### src/rtl/keypad_scanner_if.sv
// Key delivery handshake between the keypad scanner and its consumer.
// The scanner presents a 4-bit key code on keypad with key_valid.
// A transfer happens on any clock edge where key_valid and key_ready are both high.
interface keypad_scanner_if;
  logic [3:0] keypad;
  logic       key_valid;
  logic       key_ready;

  modport master (output keypad, output key_valid, input key_ready);
  modport slave  (input keypad, input key_valid, output key_ready);
endinterface

### src/rtl/keypad_scanner.sv
// 4x4 matrix keypad scanner with debounce and a buffered key output stage.
// Columns are driven one at a time (active low). Each column is held for
// SCAN_DIV cycles before the rows are sampled. A press is accepted after
// DEBOUNCE consecutive low samples, and exactly one code is emitted per press.
// The scanner then waits for a debounced release before it resumes scanning.
// Optional build macro KEYPAD_FIFO_EN selects the output stage:
//   defined   -> 4-entry FIFO; a new key is dropped when the FIFO is full.
//   undefined -> single register; a new key overwrites an undelivered one.
// In both cases a lost key sets the sticky overflow flag.
module keypad_scanner #(
  parameter int unsigned SCAN_DIV = 4,
  parameter int unsigned DEBOUNCE = 3
) (
  input  logic             clk,
  input  logic             rst,
  input  logic [3:0]       rows,
  output logic [3:0]       cols,
  keypad_scanner_if.master kp,
  output logic             overflow
);

  localparam logic [7:0] DIV_LAST = 8'(SCAN_DIV - 1);
  localparam logic [3:0] DEB_NEED = 4'(DEBOUNCE);

  typedef enum logic [1:0] {
    ST_SCAN,
    ST_DEBOUNCE,
    ST_EMIT,
    ST_HOLD
  } state_t;

  state_t     state_q, state_d;
  logic [1:0] col_q, col_d;
  logic [1:0] row_q, row_d;
  logic [7:0] div_q, div_d;
  logic [3:0] deb_q, deb_d;
  logic       overflow_q, overflow_d;

  logic       sample;
  logic       any_low;
  logic       row_low;
  logic [1:0] low_idx;
  logic [3:0] deb_inc;
  logic       push;
  logic [3:0] push_code;
  logic       pop;

  // Digits 1..9 follow r*3+c+1; column 3 carries A..D; row 3 is irregular.
  function automatic logic [3:0] key_code(input logic [1:0] r, input logic [1:0] c);
    logic [3:0] code;
    if (r == 2'd3) begin
      unique case (c)
        2'd0:    code = 4'hE;
        2'd1:    code = 4'h0;
        2'd2:    code = 4'hF;
        default: code = 4'hD;
      endcase
    end else if (c == 2'd3) begin
      code = 4'hA + {2'b00, r};
    end else begin
      code = ({2'b00, r} * 4'd3) + {2'b00, c} + 4'd1;
    end
    return code;
  endfunction

  assign cols = ~(4'b0001 << col_q);

  // Row sampling helpers: lowest active row wins when several are low.
  always_comb begin
    any_low = ~&rows;
    row_low = ~rows[row_q];
    sample  = (div_q == DIV_LAST);
    deb_inc = deb_q + 4'd1;
    if (!rows[0])      low_idx = 2'd0;
    else if (!rows[1]) low_idx = 2'd1;
    else if (!rows[2]) low_idx = 2'd2;
    else               low_idx = 2'd3;
    push_code = key_code(row_q, col_q);
  end

  // Scan/debounce FSM next-state logic.
  always_comb begin
    state_d = state_q;
    col_d   = col_q;
    row_d   = row_q;
    div_d   = sample ? 8'd0 : div_q + 8'd1;
    deb_d   = deb_q;
    push    = 1'b0;
    unique case (state_q)
      ST_SCAN: begin
        if (sample) begin
          if (!any_low) begin
            col_d = col_q + 2'd1;
          end else begin
            // The scan sample itself counts as the first debounce sample.
            row_d = low_idx;
            if (DEB_NEED == 4'd1) begin
              state_d = ST_EMIT;
            end else begin
              state_d = ST_DEBOUNCE;
              deb_d   = 4'd1;
            end
          end
        end
      end
      ST_DEBOUNCE: begin
        if (sample) begin
          if (row_low) begin
            deb_d = deb_inc;
            if (deb_inc >= DEB_NEED) state_d = ST_EMIT;
          end else begin
            state_d = ST_SCAN;
            deb_d   = 4'd0;
          end
        end
      end
      ST_EMIT: begin
        push    = 1'b1;
        state_d = ST_HOLD;
        deb_d   = 4'd0;
        div_d   = 8'd0;
      end
      ST_HOLD: begin
        if (sample) begin
          if (!any_low) begin
            deb_d = deb_inc;
            if (deb_inc >= DEB_NEED) begin
              state_d = ST_SCAN;
              col_d   = col_q + 2'd1;
              deb_d   = 4'd0;
            end
          end else begin
            deb_d = 4'd0;
          end
        end
      end
      default: state_d = ST_SCAN;
    endcase
  end

  // Scan/debounce FSM state registers.
  always_ff @(posedge clk or negedge rst) begin
    if (!rst) begin
      state_q <= ST_SCAN;
      col_q   <= '0;
      row_q   <= '0;
      div_q   <= '0;
      deb_q   <= '0;
    end else begin
      state_q <= state_d;
      col_q   <= col_d;
      row_q   <= row_d;
      div_q   <= div_d;
      deb_q   <= deb_d;
    end
  end

`ifdef KEYPAD_FIFO_EN
  logic [3:0] mem_q [4];
  logic [3:0] mem_d [4];
  logic [1:0] rd_q, rd_d;
  logic [1:0] wr_q, wr_d;
  logic [2:0] cnt_q, cnt_d;
  logic       accept;

  // FIFO bookkeeping; a full FIFO still accepts a push when it pops in the same cycle.
  always_comb begin
    mem_d      = mem_q;
    rd_d       = rd_q;
    wr_d       = wr_q;
    cnt_d      = cnt_q;
    overflow_d = overflow_q;
    pop        = (cnt_q != 3'd0) && kp.key_ready;
    accept     = push && ((cnt_q != 3'd4) || pop);
    if (push && !accept) overflow_d = 1'b1;
    if (accept) begin
      mem_d[wr_q] = push_code;
      wr_d        = wr_q + 2'd1;
    end
    if (pop) rd_d = rd_q + 2'd1;
    if (accept && !pop)      cnt_d = cnt_q + 3'd1;
    else if (!accept && pop) cnt_d = cnt_q - 3'd1;
  end

  // FIFO storage and pointer registers.
  always_ff @(posedge clk or negedge rst) begin
    if (!rst) begin
      mem_q      <= '{default: '0};
      rd_q       <= '0;
      wr_q       <= '0;
      cnt_q      <= '0;
      overflow_q <= 1'b0;
    end else begin
      mem_q      <= mem_d;
      rd_q       <= rd_d;
      wr_q       <= wr_d;
      cnt_q      <= cnt_d;
      overflow_q <= overflow_d;
    end
  end

  assign kp.keypad    = mem_q[rd_q];
  assign kp.key_valid = (cnt_q != 3'd0);
`else
  logic [3:0] hold_q, hold_d;
  logic       valid_q, valid_d;

  // Single holding register; a push over an undelivered key overwrites it.
  always_comb begin
    hold_d     = hold_q;
    valid_d    = valid_q;
    overflow_d = overflow_q;
    pop        = valid_q && kp.key_ready;
    if (push) begin
      hold_d  = push_code;
      valid_d = 1'b1;
      if (valid_q && !pop) overflow_d = 1'b1;
    end else if (pop) begin
      valid_d = 1'b0;
    end
  end

  // Holding register state.
  always_ff @(posedge clk or negedge rst) begin
    if (!rst) begin
      hold_q     <= '0;
      valid_q    <= 1'b0;
      overflow_q <= 1'b0;
    end else begin
      hold_q     <= hold_d;
      valid_q    <= valid_d;
      overflow_q <= overflow_d;
    end
  end

  assign kp.keypad    = hold_q;
  assign kp.key_valid = valid_q;
`endif

  assign overflow = overflow_q;

endmodule
### src/flat_wrapper.sv
// flat-port wrapper written by rule: the top's interface ports become plain ports
module keypad_scanner_flat 
#(
  parameter int unsigned SCAN_DIV = 4,
  parameter int unsigned DEBOUNCE = 3
)
  (clk, rst, rows, cols, overflow, kp_keypad, kp_key_valid, kp_key_ready);
  keypad_scanner_if kp_i ();
  input  logic clk;
  input  logic rst;
  input  logic [3:0] rows;
  output logic [3:0] cols;
  output logic overflow;
  output wire logic [$bits(kp_i.keypad)-1:0] kp_keypad;
  output wire logic [$bits(kp_i.key_valid)-1:0] kp_key_valid;
  input wire logic [$bits(kp_i.key_ready)-1:0] kp_key_ready;
  assign kp_keypad = kp_i.keypad;
  assign kp_key_valid = kp_i.key_valid;
  assign kp_i.key_ready = kp_key_ready;
  keypad_scanner #(.SCAN_DIV(SCAN_DIV), .DEBOUNCE(DEBOUNCE)) u_core (.clk(clk), .rst(rst), .rows(rows), .cols(cols), .kp(kp_i), .overflow(overflow));
endmodule
### config.mk
export PLATFORM = sky130hd
export DESIGN_NAME = keypad_scanner_flat
export DESIGN_NICKNAME = d
export VERILOG_FILES = /design/src/rtl/keypad_scanner_if.sv /design/src/rtl/keypad_scanner.sv /design/src/flat_wrapper.sv
export SDC_FILE = /design/constraint.sdc
export NUM_CORES = 1
export LEC_CHECK = 0
export CELL_PAD_IN_SITES_DETAIL_PLACEMENT = 2
export CELL_PAD_IN_SITES_GLOBAL_PLACEMENT = 2
export CORE_ASPECT_RATIO = 1.5
export CORE_UTILIZATION = 38
export CTS_CLUSTER_SIZE = 20
export DETAILED_ROUTE_END_ITERATION = 8
export GPL_ROUTABILITY_DRIVEN = 0
export PLACE_DENSITY_LB_ADDON = 0.1
export SYNTH_ARGS = -nofsm -noshare
export SYNTH_HDL_FRONTEND = slang
export SYNTH_SLANG_ARGS = --single-unit
### constraint.sdc
create_clock -name clk -period 3.2 [get_ports clk]
set_input_delay 0.48 -clock clk [delete_from_list [all_inputs] [get_ports clk]]
set_output_delay 0.48 -clock clk [all_outputs]
set_load 0.005 [all_outputs]
==> results of run 1 <==
[power by group through the flow]
stage                     Sequential [mW]  Clock, mW  Combinational [mW]
final                               0.449      0.209               0.268
after global routing                0.464      0.225               0.304
after CTS                           0.451      0.217               0.276
after detailed placement            0.456          0               0.271
after global placement              0.452          0               0.262
after floorplan                     0.433          0               0.179
[kinds of logic (layout without fill, tap and decap cells)]
family / Yosys count / count (layout) / synth area share, %
flops: 24 / 24 / 37.65
xor+xnor: 8 / 8 / 4.392
buf+inv: 20 / 34 / 5.490
mux: 5 / 5 / 4.235
compound gates: 33 / 33 / 15.61
fa+ha+maj: 13 / 13 / 11.14
simple gates: 60 / 60 / 21.49
[routing by layer]
metal	wire [um]	track usage, %	vias up
met5	0	0	-
met4	78	8.250	0
met3	48	1.873	7
met2	2380	41.45	9
met1	1442	21.10	631
li1	-	-	603
[path summary, 6_finish.rpt]
kind                       cells after the start           startpoint             endpoint
hold reg to reg                                1  u_core.kp.keypad[3]  u_core.kp.keypad[3]
min in group asynchronous                      2                  rst      u_core.deb_q[3]
setup / recovery                               6      u_core.row_q[1]  u_core.kp.keypad[3]
max in group asynchronous                      2                  rst      u_core.col_q[0]
hold / removal                                 1  u_core.kp.keypad[3]  u_core.kp.keypad[3]
setup reg to reg                               6      u_core.row_q[1]  u_core.kp.keypad[3]
[layout by cell type (no fill, tap or decap), types with 2 or more instances in the layout]
master / instances
ha_1: 11
a21boi_0: 2
clkbuf_8: 4
a2111oi_0: 2
mux2i_1: 3
clkdlybuf4s50_1: 16
dfrtp_1: 24
inv_1: 13
a21oi_1: 7
nand4_1: 4
nand2_1: 10
xnor2_1: 3
o21ai_0: 8
nor2_1: 13
a21o_1: 3
fa_1: 2
xor2_1: 5
nand3_1: 10
and2_1: 2
nor4_1: 2
and3_1: 3
a211oi_1: 2
nor3_1: 2
nand2b_1: 4
[sequential cells by signal (all words and copies together) (netlist names), named ones only]
signal,cells
u_core.div_q,8
u_core.kp.keypad,4
u_core.col_q,2
u_core.overflow,1
u_core.deb_q,4
u_core.kp.key_valid,1
u_core.row_q,2
u_core.state_q,1
[worst max-delay path, stage by stage (launching register included)]
cell	delay, ns
dfrtp_1	0.48
fa_1	0.55
ha_1	0.32
a21o_1	0.16
a2111oi_0	0.39
a211oi_1	0.08
a21o_1	0.17
[area by class of cell]
| cell class | instances | area, um^2 | share of cell area (%) |
|---|---|---|---|
| Clock buffer | 4 | 55.05 | 2.999 |
| Sequential cell | 24 | 600.6 | 32.72 |
| Timing Repair Buffer | 17 | 167.7 | 9.134 |
| Inverter | 13 | 48.80 | 2.658 |
| Tap cell | 45 | 56.30 | 3.067 |
| Multi-Input combinational cell | 119 | 907.1 | 49.42 |
[through the flow]
stage / instances / hold WS (ns) / setup slack, ns / utilization [%] / instance area (um^2)
global route: 222 / 0.5200 / 0.7613 / 45.96 / 1836
CTS: 222 / 0.4863 / 0.9152 / 45.96 / 1836
finish: 222 / 0.4795 / 0.9481 / 45.96 / 1836
detailed placement: 218 / 0.4687 / 0.9308 / 44.58 / 1780
global placement: 218 / 0.4605 / 0.9712 / 44.58 / 1780
floorplan: 163 / 0.1844 / 1.079 / - / 1595
==> impl_metrics.env, run 1 <==
export IMPL_status="completed"
export IMPL_worstPathArrival_ns=2.42
export IMPL_die_y_um=81.36
export IMPL_final_min_clock_period_ns=2.252
export IMPL_p_comb_share_pct=28.9
export IMPL_cp_start_kind="flip-flop"
export IMPL_intPower_mw=0.6137
export IMPL_post_drt_via_cell_ratio=5.631
export IMPL_setup_viol=0
export IMPL_syn_area_um2=1595
export IMPL_routed_via_count=1250
export IMPL_clockPowerShare_pct=22.5
export IMPL_max_freq_mhz=444.1
export IMPL_drtIter0Drc=7
export IMPL_dieArea_um2=4467
export IMPL_final_max_slew_viol_count=0
export IMPL_synth_distinct_cells=47
export IMPL_fill_cells=458
export IMPL_sw_frac_of_total_pct=33.68
export IMPL_peakVddDrop_mv=0.3586
export IMPL_grt_max_degree=25
export IMPL_synth_edf_count=0
export IMPL_yosysMostFrequentCell="dfrtp_1"
export IMPL_netlist_instances=163
export IMPL_grt_usage_pct=21.08
export IMPL_hpwl_um=3109
export IMPL_period_share_pct=70.37
export IMPL_wirelength_um=3949
export IMPL_hold_buffers=0
export IMPL_post_cts_buffers=0
export IMPL_io_buffers=16
export IMPL_clock_skew_ns=0.005407
export IMPL_synth_avg_cell_area_um2=9.787
export IMPL_worstPathRequired_ns=3.37
export IMPL_ios=17
export IMPL_synthesis_nets=183
export IMPL_ant_nets=0
export IMPL_syn2layout_area_growth_pct=15.06
export IMPL_cts_root_buf="clkbuf_8"
export IMPL_synth_top_cells_by_area="dfrtp_1 (38%), ha_1 (8.6%), nand3_1 (3.1%), inv_1 (3.1%), nor2_1 (3.1%)"
export IMPL_num_antenna_cells=0
export IMPL_cts_resized=0
export IMPL_clock_sinks=24
export IMPL_firstDrtPassIters=2
export IMPL_antenna_found_initial=0
export IMPL_ys_warn_count=0
export IMPL_synthTopCellsByCount="dfrtp_1 (24), inv_1 (13), nor2_1 (13), ha_1 (11)"
export IMPL_numCtsBuffers=3
export IMPL_grt_pass1_wl_um=6748
export IMPL_initial_core_util_pct=39.94
export IMPL_yosysTopAreaCell="dfrtp_1"
export IMPL_final_nets=198
export IMPL_clk_latency_ns=0.27
export IMPL_crit_path_end_kind="flip-flop"
export IMPL_wl_per_cell_um=17.79
export IMPL_async_flop_share_pct=100.0
export IMPL_cts_buffer_depth=2
export IMPL_min_path_type="flip-flop to flip-flop"
export IMPL_htreeDepth=1
export IMPL_path_max_fanout=7
export IMPL_drc_errors=0
export IMPL_grt_pass1_vias=1452
export IMPL_yosysTopAreaCellShare_pct=37.65
export IMPL_power_switching_mw=0.3117
export IMPL_cts_tree="done"
export IMPL_tightest_slew_ns=0.5687
export IMPL_layout_drive_gt1_share_pct=9.040
export IMPL_reg2reg_slack_ns=0.95
export IMPL_clk_pin_slew_ns=0.09
export IMPL_ys_flop_type="dfrtp_1"
export IMPL_timing_setup_critical_path_class="flip-flop to flip-flop"
export IMPL_coreArea_um2=3994
export IMPL_gr_total_overflow=0
export IMPL_power_mw=0.9254
export IMPL_slew_headroom_pct=62.09
export IMPL_synth_seq_cells=24
export IMPL_leakage_nw=0.8459
export IMPL_finalHoldViolCount=0
export IMPL_power_frac_seq_pct=48.5
export IMPL_rsz0062_at_grt="no"
export IMPL_max_cap_viol_count=0
export IMPL_die_w_um=54.91
export IMPL_yosysSeqAreaShare_pct=37.65
export IMPL_powerDensity_nw_per_um2=504.2
export IMPL_finalSetupTns_ns=0
export IMPL_rows=28
(Power assumes the default switching activity.)
==> run 2: changes to the inputs <==
Settings changed: CORE_UTILIZATION 38 to 36.
Clock period 3.2 ns to 2.1 ns, I/O delays scaled along.
==> run 2 against run 1 <==
Against the previous run: hold slack lost 0.066 ns; first-iteration DRC count grew to 3.4 times the previous value; sequential power increased by 52%; via count increased by 3.4%; clock power is 29% higher; flip-flop and latch count unchanged; non-clock buffer count rose by 8; worst setup slack got worse by 0.95 ns; wire length increased by 5.6%; utilization fell by 0.84 points; clock skew fell by 0.0027 ns; largest power group unchanged; highest routed layer unchanged.
==> impl_metrics.env, run 2 (same netlist as run 1, synthesis figures left out) <==
export IMPL_status="completed"
export IMPL_clk_latency_ns=0.26
export IMPL_final_nets=206
export IMPL_period_share_pct=99.86
export IMPL_final_max_slew_viol_count=0
export IMPL_numCtsBuffers=3
export IMPL_tightest_slew_ns=0.4625
export IMPL_holdWs_ns=0.4132
export IMPL_finalSetupTns_ns=0
export IMPL_top_register="u_core.div_q"
export IMPL_post_drt_via_cell_ratio=5.622
export IMPL_max_cap_viol_count=0
export IMPL_coreArea_um2=4245
export IMPL_final_cell_mix="dfrtp_1 (24), clkdlybuf4s50_1 (16), inv_1 (13), nor2_1 (13)"
export IMPL_worstPathRequired_ns=2.26
export IMPL_htreeDepth=1
export IMPL_hold_buffers=0
export IMPL_path_max_fanout=2
export IMPL_cts_root_buf="clkbuf_8"
export IMPL_powerDensity_nw_per_um2=724.0
export IMPL_syn2layout_area_growth_pct=20.08
export IMPL_mostFrequentLayoutCell="dfrtp_1"
export IMPL_timing_setup_critical_path_class="flip-flop to flip-flop"
export IMPL_rows=29
export IMPL_wirelength_um=4169
export IMPL_cts_tree="done"
export IMPL_final_min_clock_period_ns=2.097
export IMPL_reg2reg_slack_ns=0.003
export IMPL_routed_via_count=1293
export IMPL_grt_pass1_wl_um=7417
export IMPL_min_path_type="input pin to async pin"
export IMPL_drc_errors=0
export IMPL_clock_skew_ns=0.002734
export IMPL_grt_max_degree=25
export IMPL_hpwl_um=3274
export IMPL_cp_start_kind="flip-flop"
export IMPL_rsz0062_at_grt="yes"
export IMPL_max_freq_mhz=476.9
export IMPL_gr_total_overflow=0
export IMPL_peakVddDrop_mv=0.5164
export IMPL_finalHoldViolCount=0
export IMPL_power_mw=1.387
export IMPL_clock_sinks=24
export IMPL_setup_viol=0
export IMPL_slew_headroom_pct=69.06
export IMPL_crit_path_end_kind="flip-flop"
export IMPL_worstPathArrival_ns=2.26
export IMPL_largest_register_ffs=8
export IMPL_grt_usage_pct=20.04
export IMPL_die_y_um=83.53
export IMPL_firstDrtPassIters=4
export IMPL_antenna_found_initial=0
export IMPL_layout_drive_gt1_share_pct=14.67
export IMPL_leakage_nw=0.8752
export IMPL_r2r_cells=6
export IMPL_die_w_um=56.35
export IMPL_num_antenna_cells=0
export IMPL_dieArea_um2=4707
export IMPL_cts_buffer_depth=2
export IMPL_ant_nets=0
export IMPL_wl_per_cell_um=18.13
export IMPL_post_cts_buffers=0
export IMPL_worstReg2RegEnd="u_core.kp.keypad[3]"
export IMPL_ios=17
export IMPL_grt_pass1_vias=1482
export IMPL_initial_core_util_pct=37.58
export IMPL_drtIter0Drc=24
export IMPL_clk_pin_slew_ns=0.08
export IMPL_io_buffers=16
export IMPL_r2r_start="u_core.row_q[0]"
[run 2: metal layers]
layer | GRT usage [%] | vias to the layer above | wire length, um
li1 | - | 619 | -
met1 | 23.38 | 663 | 1689
met2 | 39.07 | 9 | 2419
met3 | 1.395 | 2 | 44
met4 | 3.991 | 0 | 17
met5 | 0 | - | 0
[run 2: power breakdown]
| group | internal (mW) | total, mW | switching [mW] |
|---|---|---|---|
| combinational | 0.220 | 0.434 | 0.214 |
| clock | 0.128 | 0.269 | 0.141 |
| sequential | 0.559 | 0.684 | 0.125 |
[run 2: worst max-delay path by stage]
stage | start | endpoint | slack [ns] | depth (start not counted)
after floorplan | u_core.row_q[0] | u_core.kp.keypad[3] | 0.005 | 6
after global placement | u_core.row_q[0] | u_core.kp.keypad[3] | 0.02 | 6
after detailed placement | u_core.row_q[0] | u_core.kp.keypad[3] | -0.05 | 6
after CTS | u_core.row_q[1] | u_core.kp.keypad[3] | -0.03 | 6
after global routing | u_core.row_q[0] | u_core.kp.keypad[3] | -0.07 | 6
final | u_core.row_q[0] | u_core.kp.keypad[3] | 0.003 | 6
[run 2: worst max-delay path: stages (launching register included)]
cell       delay [ns]
dfrtp_1          0.41
fa_1             0.60
ha_1             0.25
a21o_1           0.22
a2111oi_4        0.30
a211oi_2         0.05
a21o_1           0.16
[run 2: cell type report]
| cell class | count | area [um^2] |
|---|---|---|
| timing repair buffer | 25 | 227.7 |
| clock buffer | 3 | 41.29 |
| tap | 46 | 57.56 |
| multi-input combinational | 119 | 939.7 |
| sequential | 24 | 600.6 |
| fill | 469 | 2330 |
| inverter | 13 | 48.80 |
[run 2: repair_timing]
| action | in CTS | in global routing |
|---|---|---|
| pin swaps | 4 | 1 |
| endpoints found under the setup margin | 1 | 4 |
| gates cloned | 0 | 0 |
| gates resized for setup | 0 | 6 |
[run 2: through the flow]
step                util [%]  cells  cell area, um^2  worst slack, ns
detailed placement     43.53    227             1848         -0.05474
global placement       43.53    227             1848          0.01803
CTS                    44.50    230             1889         -0.03226
global route           45.12    230             1916         -0.07139
floorplan                  -    163             1602         0.004745
finish                 45.12    230             1916         0.002939
